==> src/rtl/lp_enum.sv <==
// lp_enum: two-variable integer linear program solved by brute-force grid scan.
// A problem is one objective beat followed by N_CON constraint beats. Axis
// constraints set the scan box; every grid point inside it is tested against
// all constraints and the best objective value is kept.
//
// state | meaning
// ------+-----------------------------------------------------------------
// IDLE  | waiting for beat 0 (objective and mode)
// LOAD  | accepting constraint beats, extracting axis bounds
// CHECK | one cycle: box present and non-empty? seed scan at (x_lo,y_lo)
// ENUM  | one grid point per cycle, x inner, y outer
// DONE  | one cycle: result is registered onto the outputs
module lp_enum #(
   parameter int N_CON = 6,
   parameter int A_W   = 6,
   parameter int B_W   = 12
) (
   input  logic                    clk,
   input  logic                    rst_n,
   input  logic                    in_valid,
   input  logic                    in_mode,
   input  logic signed [A_W-1:0]   in_a1,
   input  logic signed [A_W-1:0]   in_a2,
   input  logic signed [B_W-1:0]   in_b,
   output logic                    busy,
   output logic                    out_valid,
   output logic                    out_feasible,
   output logic signed [A_W+B_W:0] out_value
);

   localparam int V_W = A_W + B_W + 1;
   // Bounds carry one extra bit so that -b of the most negative b is exact.
   localparam int X_W = B_W + 1;
   localparam int C_W = 4;

   localparam logic signed [A_W-1:0] A_P1 = A_W'(1);
   localparam logic signed [A_W-1:0] A_M1 = A_W'(-1);
   localparam logic signed [A_W-1:0] A_Z  = '0;

   typedef enum logic [2:0] {
      S_IDLE, S_LOAD, S_CHECK, S_ENUM, S_DONE
   } state_t;

   state_t state_q, state_d;

   logic [C_W-1:0]        cnt_q, cnt_d;
   logic                  mode_q, mode_d;
   logic signed [A_W-1:0] c1_q, c1_d, c2_q, c2_d;
   logic signed [A_W-1:0] a1_q [N_CON];
   logic signed [A_W-1:0] a1_d [N_CON];
   logic signed [A_W-1:0] a2_q [N_CON];
   logic signed [A_W-1:0] a2_d [N_CON];
   logic signed [B_W-1:0] b_q  [N_CON];
   logic signed [B_W-1:0] b_d  [N_CON];
   logic signed [X_W-1:0] xlo_q, xlo_d, xhi_q, xhi_d, ylo_q, ylo_d, yhi_q, yhi_d;
   logic                  has_xlo_q, has_xlo_d, has_xhi_q, has_xhi_d;
   logic                  has_ylo_q, has_ylo_d, has_yhi_q, has_yhi_d;
   logic signed [B_W-1:0] x_q, x_d, y_q, y_d;
   logic                  feas_q, feas_d;
   logic signed [V_W-1:0] best_q, best_d;
   logic                  out_valid_q, out_valid_d, out_feas_q, out_feas_d;
   logic signed [V_W-1:0] out_value_q, out_value_d;

   logic                  accept, load_last, box_ok, pt_sat, pt_last, better;
   logic signed [V_W-1:0] obj;

   // State register.
   always_ff @(posedge clk or negedge rst_n) begin
      if (!rst_n) state_q <= S_IDLE;
      else        state_q <= state_d;
   end

   // Datapath and output registers.
   always_ff @(posedge clk or negedge rst_n) begin
      if (!rst_n) begin
         cnt_q       <= '0;
         mode_q      <= 1'b0;
         c1_q        <= '0;
         c2_q        <= '0;
         for (int k = 0; k < N_CON; k++) begin
            a1_q[k] <= '0;
            a2_q[k] <= '0;
            b_q[k]  <= '0;
         end
         xlo_q       <= '0;
         xhi_q       <= '0;
         ylo_q       <= '0;
         yhi_q       <= '0;
         has_xlo_q   <= 1'b0;
         has_xhi_q   <= 1'b0;
         has_ylo_q   <= 1'b0;
         has_yhi_q   <= 1'b0;
         x_q         <= '0;
         y_q         <= '0;
         feas_q      <= 1'b0;
         best_q      <= '0;
         out_valid_q <= 1'b0;
         out_feas_q  <= 1'b0;
         out_value_q <= '0;
      end else begin
         cnt_q       <= cnt_d;
         mode_q      <= mode_d;
         c1_q        <= c1_d;
         c2_q        <= c2_d;
         a1_q        <= a1_d;
         a2_q        <= a2_d;
         b_q         <= b_d;
         xlo_q       <= xlo_d;
         xhi_q       <= xhi_d;
         ylo_q       <= ylo_d;
         yhi_q       <= yhi_d;
         has_xlo_q   <= has_xlo_d;
         has_xhi_q   <= has_xhi_d;
         has_ylo_q   <= has_ylo_d;
         has_yhi_q   <= has_yhi_d;
         x_q         <= x_d;
         y_q         <= y_d;
         feas_q      <= feas_d;
         best_q      <= best_d;
         out_valid_q <= out_valid_d;
         out_feas_q  <= out_feas_d;
         out_value_q <= out_value_d;
      end
   end

   // Evaluate the current grid point against every constraint at once.
   always_comb begin
      logic signed [V_W-1:0] lhs;
      lhs    = '0;
      pt_sat = 1'b1;
      for (int k = 0; k < N_CON; k++) begin
         lhs = V_W'(a1_q[k]) * V_W'(x_q) + V_W'(a2_q[k]) * V_W'(y_q);
         if (lhs > V_W'(b_q[k])) pt_sat = 1'b0;
      end
      obj     = V_W'(c1_q) * V_W'(x_q) + V_W'(c2_q) * V_W'(y_q);
      better  = mode_q ? (obj < best_q) : (obj > best_q);
      pt_last = (X_W'(x_q) == xhi_q) && (X_W'(y_q) == yhi_q);
      box_ok  = has_xlo_q && has_xhi_q && has_ylo_q && has_yhi_q &&
                (xlo_q <= xhi_q) && (ylo_q <= yhi_q);
      // A result still on the outputs blocks the next beat 0 for that cycle.
      accept    = in_valid && !out_valid_q;
      load_last = (cnt_q == C_W'(N_CON - 1));
   end

   // Next values of the datapath registers.
   always_comb begin
      logic signed [X_W-1:0] bx, nbx;
      bx        = X_W'(in_b);
      nbx       = -bx;
      cnt_d     = cnt_q;
      mode_d    = mode_q;
      c1_d      = c1_q;
      c2_d      = c2_q;
      a1_d      = a1_q;
      a2_d      = a2_q;
      b_d       = b_q;
      xlo_d     = xlo_q;
      xhi_d     = xhi_q;
      ylo_d     = ylo_q;
      yhi_d     = yhi_q;
      has_xlo_d = has_xlo_q;
      has_xhi_d = has_xhi_q;
      has_ylo_d = has_ylo_q;
      has_yhi_d = has_yhi_q;
      x_d       = x_q;
      y_d       = y_q;
      feas_d    = feas_q;
      best_d    = best_q;
      case (state_q)
         S_IDLE: begin
            if (accept) begin
               mode_d    = in_mode;
               c1_d      = in_a1;
               c2_d      = in_a2;
               cnt_d     = '0;
               has_xlo_d = 1'b0;
               has_xhi_d = 1'b0;
               has_ylo_d = 1'b0;
               has_yhi_d = 1'b0;
               feas_d    = 1'b0;
               best_d    = '0;
            end
         end
         S_LOAD: begin
            if (in_valid) begin
               for (int k = 0; k < N_CON; k++) begin
                  if (cnt_q == C_W'(k)) begin
                     a1_d[k] = in_a1;
                     a2_d[k] = in_a2;
                     b_d[k]  = in_b;
                  end
               end
               cnt_d = cnt_q + C_W'(1);
               if (in_a1 == A_P1 && in_a2 == A_Z && (!has_xhi_q || bx < xhi_q)) begin
                  xhi_d     = bx;
                  has_xhi_d = 1'b1;
               end
               if (in_a1 == A_M1 && in_a2 == A_Z && (!has_xlo_q || nbx > xlo_q)) begin
                  xlo_d     = nbx;
                  has_xlo_d = 1'b1;
               end
               if (in_a1 == A_Z && in_a2 == A_P1 && (!has_yhi_q || bx < yhi_q)) begin
                  yhi_d     = bx;
                  has_yhi_d = 1'b1;
               end
               if (in_a1 == A_Z && in_a2 == A_M1 && (!has_ylo_q || nbx > ylo_q)) begin
                  ylo_d     = nbx;
                  has_ylo_d = 1'b1;
               end
            end
         end
         S_CHECK: begin
            // A non-empty box has x_lo <= x_hi < 2^(B_W-1), so truncation is exact.
            x_d = xlo_q[B_W-1:0];
            y_d = ylo_q[B_W-1:0];
         end
         S_ENUM: begin
            if (pt_sat && (!feas_q || better)) begin
               best_d = obj;
               feas_d = 1'b1;
            end
            if (X_W'(x_q) == xhi_q) begin
               x_d = xlo_q[B_W-1:0];
               y_d = y_q + B_W'(1);
            end else begin
               x_d = x_q + B_W'(1);
            end
         end
         default: ;
      endcase
   end

   // Next-state logic.
   always_comb begin
      state_d = state_q;
      case (state_q)
         S_IDLE:  if (accept) state_d = S_LOAD;
         S_LOAD: begin
            if (!in_valid)      state_d = S_IDLE;
            else if (load_last) state_d = S_CHECK;
         end
         S_CHECK: state_d = box_ok ? S_ENUM : S_DONE;
         S_ENUM:  if (pt_last) state_d = S_DONE;
         S_DONE:  state_d = S_IDLE;
         default: state_d = S_IDLE;
      endcase
   end

   // Outputs: result registered out of DONE, zero at all other times.
   always_comb begin
      busy         = (state_q != S_IDLE) || out_valid_q;
      out_valid    = out_valid_q;
      out_feasible = out_feas_q;
      out_value    = out_value_q;
      out_valid_d  = (state_q == S_DONE);
      out_feas_d   = (state_q == S_DONE) && feas_q;
      out_value_d  = ((state_q == S_DONE) && feas_q) ? best_q : '0;
   end

endmodule

==> config.mk <==
export PLATFORM = sky130hd
export DESIGN_NAME = lp_enum
export DESIGN_NICKNAME = d
export VERILOG_FILES = /design/src/rtl/lp_enum.sv
export SDC_FILE = /design/constraint.sdc
export NUM_CORES = 2
export LEC_CHECK = 0
export CORE_UTILIZATION = 35
export DETAILED_ROUTE_END_ITERATION = 16
export SYNTH_ARGS = -nofsm -noshare
export SYNTH_HDL_FRONTEND = slang
export SYNTH_SLANG_ARGS = --single-unit
==> constraint.sdc <==
create_clock -name clk -period 11.43 [get_ports clk]
set_input_delay 1.7145 -clock clk [delete_from_list [all_inputs] [get_ports clk]]
set_output_delay 1.7145 -clock clk [all_outputs]
set_load 0.05 [all_outputs]
# Yosys cells after proc, flatten, opt, wreduce, memory -nomap -nowiden
# Cells that the tools add are included.
# totals
ff_bits,283
inputBits,28
out_inout_bits,22
wordCells,197
# op_classes
addsub,11
n_mul,14
order_cmp,14
n_eq_ne,25
mux,39
n_reduce_logical,56
# ops
op,count
$mul A6 B12 Y18,14
$add A18 B18 Y19,7
$gt A19 B12 Y1,6
$mux W19,3
$pmux W12 S2,2
$reduce_and A3 Y1,13
$pmux W19 S2,1
$gt A13 B13 Y1,2
$le A13 B12 Y1,2
$add A12 B2 Y12 const B,2
$eq A12 B12 Y1,2
$lt A12 B12 Y1,2
$mux W12,2
$gt A19 B19 Y1,1
$lt A19 B19 Y1,1
$ne A2 B2 Y1 const B,9
$logic_and A1 B1 Y1,17
$mux W1,17
$reduce_and A4 Y1,4
$mux W3,5
$neg A12 Y13,1
$eq A6 B1 Y1 const B,2
$eq A6 B2 Y1 const B,2
$logic_not A6 Y1,2
19 further kinds,40

# Depth between registers and ports, before layout
# logic_depth
depth_word,12
ltp_mapped,33
depth_no_buf,30

# Worst setup path after synthesis
# OpenSTA, ideal clock, no wires.
# synth_path
path_type,reg2reg
from,register x_q[4]
to,register best_q[11]
setup_ps,125
arrival_ps,8164
required_time_ps,11305
setup_slack_ps,3142
path_stages_with_launch,31
path_buffers,3
synth_period_minus_slack_ps,8288
cell_sequence,dfrtp_1 clkbuf_1 clkbuf_1 nand2_1 fa_1 inv_1 fa_1 inv_1 fa_1 inv_1 fa_1 fa_1 fa_1 ha_1 and3_1 a221o_1 o21bai_1 nor3_1 or4_1 a21oi_1 xnor2_1 ha_1 nand4_1 nor4_1 o211ai_1 o211ai_1 mux2i_1 a2111oi_0 nand4_1 clkbuf_1 mux2_2
# synth_between
elab_chain_len,12
word_cells_on_any_way,35
cone_classes,add/sub: 7; mul: 7; order compare: 8; eq/ne: 1; mux: 9; reduce/logical: 3
# synth_lines
item,line_no,source
"start, declared",58,"logic signed [B_W-1:0] x_q, x_d, y_q, y_d;"
"start signal, assigned",93,x_q <= '0;
"start signal, assigned",116,x_q <= x_d;
$mul A6 B12 Y18,132,lhs = V_W'(a1_q[k]) * V_W'(x_q) + V_W'(a2_q[k]) * V_W'(y_q);
$add A18 B18 Y19,132,
$gt A19 B12 Y1,133,if (lhs > V_W'(b_q[k])) pt_sat = 1'b0;
$mux W1 (6 in series),133,
$logic_and A1 B1 Y1,218,if (pt_sat && (!feas_q || better)) begin
$ne A2 B2 Y1 (no source line),-,
$reduce_and A3 Y1 (no source line),-,
"end signal, assigned",119,best_q <= best_d;
"end, declared",60,"logic signed [V_W-1:0] best_q, best_d;"
# Parallel ways exist; a longest one is shown, timed or not. The select of a mux whose other input is x is not followed.
# A chain may end at the register's enable or synchronous reset.

# Final worst setup path
# layout_path
from,register x_q[2]
to,register best_q[3]
# Same word-level chain as after synthesis.

==> flow_summary.rst <==
.. list-table::
   :header-rows: 1

   * - Metric
     - Value
   * - Status
     - complete, no violations
   * - Final core utilization
     - 38.0%
   * - Origin of the critical flop-to-flop path
     - x_q[2]$_DFFE_PN0P_
   * - Final setup slack of the worst path
     - 1.68 ns
   * - Total global routing overflow
     - 0
   * - Hpwl dp
     - 114 mm
   * - Total die area
     - 154,000 sq um
   * - Number of nets in the layout
     - 7,086
   * - DP Area
     - 55,800 sq um
   * - Maximum frequency from static timing analysis
     - 0.103 GHz
   * - DRT Pass-1 Iters
     - 6
   * - Endpoint class of the critical path
     - flip-flop
   * - Wire length of the first global-routing pass
     - around 230 mm
   * - Initial cell density of the core
     - a little over a third
   * - Number of instances resized during post-cts repair
     - 0
   * - Element type at the critical path start
     - flip-flop
   * - Total length of routed wires
     - 146 mm
   * - Hold path startpoint
     - b_q[25]$_DFFE_PN0P_
   * - Post-synthesis sequential area ratio
     - between 10% and 20%
   * - Global Route Usage Sum
     - 19.8%
   * - Number of warning messages in the yosys log
     - 0
   * - Path type of the worst min-delay path
     - reg -> reg
   * - Filler Cell Count
     - 15,000
   * - Net count after synthesis
     - 7,186
   * - Library cells used by synthesis
     - 67
   * - Hold Violations, Final
     - 0
   * - First DRT Iteration DRCs
     - approximately 2,400
   * - Worst Hold End
     - b_q[25]$_DFFE_PN0P_
   * - Arrival time reported for the critical path endpoint
     - approximately 10 ns
   * - Routed Antenna Nets
     - 0
   * - Post-CTS Hold Fix Bufs
     - 0
   * - Total CTS buffers
     - 39
   * - Worst slew margin relative to its limit
     - 19.0%
   * - Top-Level Pins
     - 50
   * - Avg Synthesized Cell Area
     - roughly 9.5 sq um
   * - Number of global-route vias before repair
     - 40,500
   * - Layout Cell Area excl Fill
     - 57,100 sq um
   * - Setup repair after global routing missed its margin
     - false
   * - Insertion delay to the later sink of the worst-skew pair
     - around 0.6 ns
   * - Clock skew
     - 0.0308 ns
   * - Cell area after technology mapping
     - approximately 53,000 sq um
   * - Async S/R FF share, synth
     - 100%
   * - Core Rows
     - 142
   * - Horizontal extent of the die
     - just under 400 microns
   * - Sinks on Clock Net
     - 283
   * - Number of input and output port buffers inserted
     - 49
   * - Hold Path Stages
     - 2
   * - Critical R2R Capture
     - best_q[3]$_DFFE_PN0P_
   * - Placement-stage worst setup slack
     - between 1.5 and 2 ns
   * - Required time at the worst-slack endpoint
     - 11.91 ns
   * - Vias per cell
     - 5.00
   * - Die boundary height
     - 392 microns
   * - Largest buffer count on any clock path
     - 3
   * - Via count
     - about 38,000
   * - Slew at the pin closest to its max-slew limit
     - 1.21 ns
   * - Number of instances in the synthesized netlist
     - 5,593
   * - Core region area
     - 150,000 sq um
   * - Kind of critical path
     - reg -> reg
   * - Max FO, Critical Path
     - 33
   * - Total negative slack for setup checks
     - 0 ns
   * - Count of maximum capacitance violations
     - 0
   * - # setup viols final
     - 0
   * - Post-CTS clock slew at the launch and capture registers of the worst setup and hold paths
     - 0.06 ns
   * - Maximum level of the CTS H-tree
     - 2
   * - Average routed wire per standard cell
     - approximately 19 microns
   * - Number of enable-type register cells in the synthesized netlist
     - 0
   * - Portion of the clock cycle consumed by the worst path in the final layout
     - 85.3%
   * - Flip-flop and latch count after synthesis
     - 283
   * - Cell at the root of the clock tree
     - sky130_fd_sc_hd__clkbuf_16
   * - Main flop type after synthesis
     - sky130_fd_sc_hd__dfrtp_1
   * - Initial antenna violation count
     - 12
   * - Signed area change from the synthesized netlist to the final layout
     - 7.39%
   * - Routability congestion estimate
     - roughly 0.9
   * - Number of cells traversed by the worst register-to-register path
     - 27
   * - Layout cell share with drive strength beyond 1
     - 6.81%
   * - Final-report max-slew violation count
     - 0
   * - Number of remaining DRC errors
     - 0
   * - Largest net degree at the start of global routing
     - 99
   * - Post-route minimum period
     - ~9.7 ns
   * - Setup slack of the most critical reg-to-reg path
     - 1.68 ns
   * - Clock tree from TritonCTS
     - built
   * - Number of setup buffers added after CTS
     - 0
==> metrics by stage <==
stage	std cells	hold slack (ns)
detailed placement	7468	0.470
global placement	7468	0.464
global route	7542	0.507
finish	7555	0.479
CTS	7540	0.482
floorplan	5593	0.450
==> registers in the layout (all words and copies together), names as in the netlist, 13 cells and up <==
register   flops
b_q           72
a1_q          36
a2_q          36
best_q        19
out_value     19
xlo_q         13
ylo_q         13
==> final cells by class <==
type | count | area, sq um | area share (%)
Multi-Input combinational cell | 3959 | 41100 | 71.8
Sequential cell | 283 | 7110 | 12.4
Timing Repair Buffer | 122 | 1010 | 1.77
Clock inverter | 14 | 148 | 0.258
Tap cell | 2016 | 2520 | 4.41
Antenna cell | 15 | 37.5 | 0.0657
Inverter | 1088 | 4080 | 7.15
Clock buffer | 58 | 1170 | 2.05
==> cell usage in the layout (no fill, tap or decap), drive strengths merged, types with 8 or more instances in the layout <==
cell,synthesis,layout
nor3,49,49
buf,16,80
o211ai,8,8
ha,641,641
inv,1084,1086
o21a,21,21
dfrtp,283,283
a21oi,152,152
nand2,600,600
mux2i,11,11
or3,17,17
o31ai,9,9
clkinv,4,12
o21bai,12,12
xor2,42,42
a31oi,23,23
clkbuf,247,58
a211oi,27,27
nand3,51,51
nor2b,22,22
nand4,43,43
nand3b,9,9
fa,924,924
xnor2,154,154
nor2,153,153
mux2,197,197
and4,8,8
a21o,38,38
clkdlybuf4s50,0,42
nand2b,110,110
and3,36,36
and2,379,379
nor4,11,11
diode,0,15
o21ai,134,134
==> cell usage after synthesis, types with 5 or more instances <==
master / number / area [sq um]
sky130_fd_sc_hd__nand4b_1: 7 / 61.3
sky130_fd_sc_hd__mux2i_1: 11 / 110
sky130_fd_sc_hd__o211ai_1: 8 / 60.1
sky130_fd_sc_hd__o31ai_1: 8 / 60.1
sky130_fd_sc_hd__ha_1: 641 / 8020
sky130_fd_sc_hd__o2111ai_1: 7 / 61.3
sky130_fd_sc_hd__o21ai_0: 134 / 671
sky130_fd_sc_hd__mux2_2: 189 / 2130
sky130_fd_sc_hd__a21oi_1: 152 / 761
sky130_fd_sc_hd__nand3_1: 51 / 255
sky130_fd_sc_hd__nand3b_1: 9 / 67.6
sky130_fd_sc_hd__and4_1: 7 / 61.3
sky130_fd_sc_hd__o21bai_1: 12 / 90.1
sky130_fd_sc_hd__nor2b_1: 22 / 138
sky130_fd_sc_hd__and3_1: 36 / 225
sky130_fd_sc_hd__o21a_1: 21 / 158
sky130_fd_sc_hd__xnor2_1: 154 / 1350
sky130_fd_sc_hd__a21o_1: 37 / 278
sky130_fd_sc_hd__xor2_1: 42 / 368
sky130_fd_sc_hd__nand2b_1: 110 / 688
sky130_fd_sc_hd__a31oi_1: 23 / 144
sky130_fd_sc_hd__o41ai_1: 6 / 52.6
sky130_fd_sc_hd__fa_1: 924 / 18500
sky130_fd_sc_hd__nor2_1: 153 / 574
sky130_fd_sc_hd__dfrtp_1: 283 / 7080
sky130_fd_sc_hd__mux2_4: 8 / 120
sky130_fd_sc_hd__clkbuf_1: 247 / 927
sky130_fd_sc_hd__or3_1: 17 / 106
sky130_fd_sc_hd__o32ai_1: 5 / 43.8
sky130_fd_sc_hd__buf_1: 14 / 52.6
sky130_fd_sc_hd__nor4_1: 11 / 68.8
sky130_fd_sc_hd__o22ai_1: 7 / 43.8
sky130_fd_sc_hd__nor3_1: 49 / 245
sky130_fd_sc_hd__a211oi_1: 27 / 203
sky130_fd_sc_hd__nand2_1: 600 / 2250
sky130_fd_sc_hd__inv_1: 1084 / 4070
sky130_fd_sc_hd__and2_1: 379 / 2370
sky130_fd_sc_hd__nand4_1: 43 / 269
==> worst max-delay path by stage <==
stage | from | to | slack, ns | depth (start not counted)
after global placement | x_q[2]$_DFFE_PN0P_ | best_q[6]$_DFFE_PN0P_ | 2.11 | 27
after detailed placement | x_q[2]$_DFFE_PN0P_ | best_q[3]$_DFFE_PN0P_ | 1.86 | 27
after CTS | x_q[2]$_DFFE_PN0P_ | best_q[3]$_DFFE_PN0P_ | 1.82 | 27
after floorplan | x_q[4]$_DFFE_PN0P_ | best_q[11]$_DFFE_PN0P_ | 3.14 | 30
final | x_q[2]$_DFFE_PN0P_ | best_q[3]$_DFFE_PN0P_ | 1.68 | 27
after global routing | x_q[2]$_DFFE_PN0P_ | best_q[3]$_DFFE_PN0P_ | 1.36 | 27
==> critical path, stage by stage, from the launching register on <==
cell and delay (ns):
sky130_fd_sc_hd__dfrtp_2 0.94, sky130_fd_sc_hd__buf_4 0.42, sky130_fd_sc_hd__nand2_1 0.13, sky130_fd_sc_hd__fa_1 0.55
sky130_fd_sc_hd__inv_1 0.05, sky130_fd_sc_hd__fa_1 0.47, sky130_fd_sc_hd__fa_1 0.56, sky130_fd_sc_hd__fa_1 0.45
sky130_fd_sc_hd__fa_1 0.51, sky130_fd_sc_hd__fa_1 0.42, sky130_fd_sc_hd__ha_1 0.34, sky130_fd_sc_hd__and3_1 0.18
sky130_fd_sc_hd__a221o_1 0.36, sky130_fd_sc_hd__o21bai_1 0.33, sky130_fd_sc_hd__nor3_1 0.12, sky130_fd_sc_hd__or4_1 0.47
sky130_fd_sc_hd__a21oi_1 0.16, sky130_fd_sc_hd__xnor2_1 0.14, sky130_fd_sc_hd__ha_1 0.34, sky130_fd_sc_hd__nand4_1 0.15
sky130_fd_sc_hd__nor4_1 0.51, sky130_fd_sc_hd__o211ai_1 0.21, sky130_fd_sc_hd__o211ai_1 0.34, sky130_fd_sc_hd__mux2i_1 0.16
sky130_fd_sc_hd__a2111oi_0 0.41, sky130_fd_sc_hd__nand4_1 0.24, sky130_fd_sc_hd__buf_4 0.32, sky130_fd_sc_hd__mux2_2 0.31
==> routing by layer <==
layer	vias to the layer above	track usage (%)	wire (microns)
li1	17200	-	-
met1	19400	26.0	62100
met2	982	32.7	68000
met3	237	3.59	10300
met4	2	6.65	5790
met5	-	0	13
==> kinds of logic (layout without fill, tap and decap cells) <==
family	Yosys count	after routing	synth area share, %
xor+xnor	196	196	3.23
compound gates	482	482	5.53
fa+ha+maj	1565	1565	49.8
flops	283	283	13.3
mux	208	208	4.43
other cells	0	15	0
simple gates	1508	1508	14.1
buf+inv	1351	1282	9.56
Power is left out: the tool's default activity adds up to more than one toggle a clock period on the data nets, which glitch-free logic cannot reach.
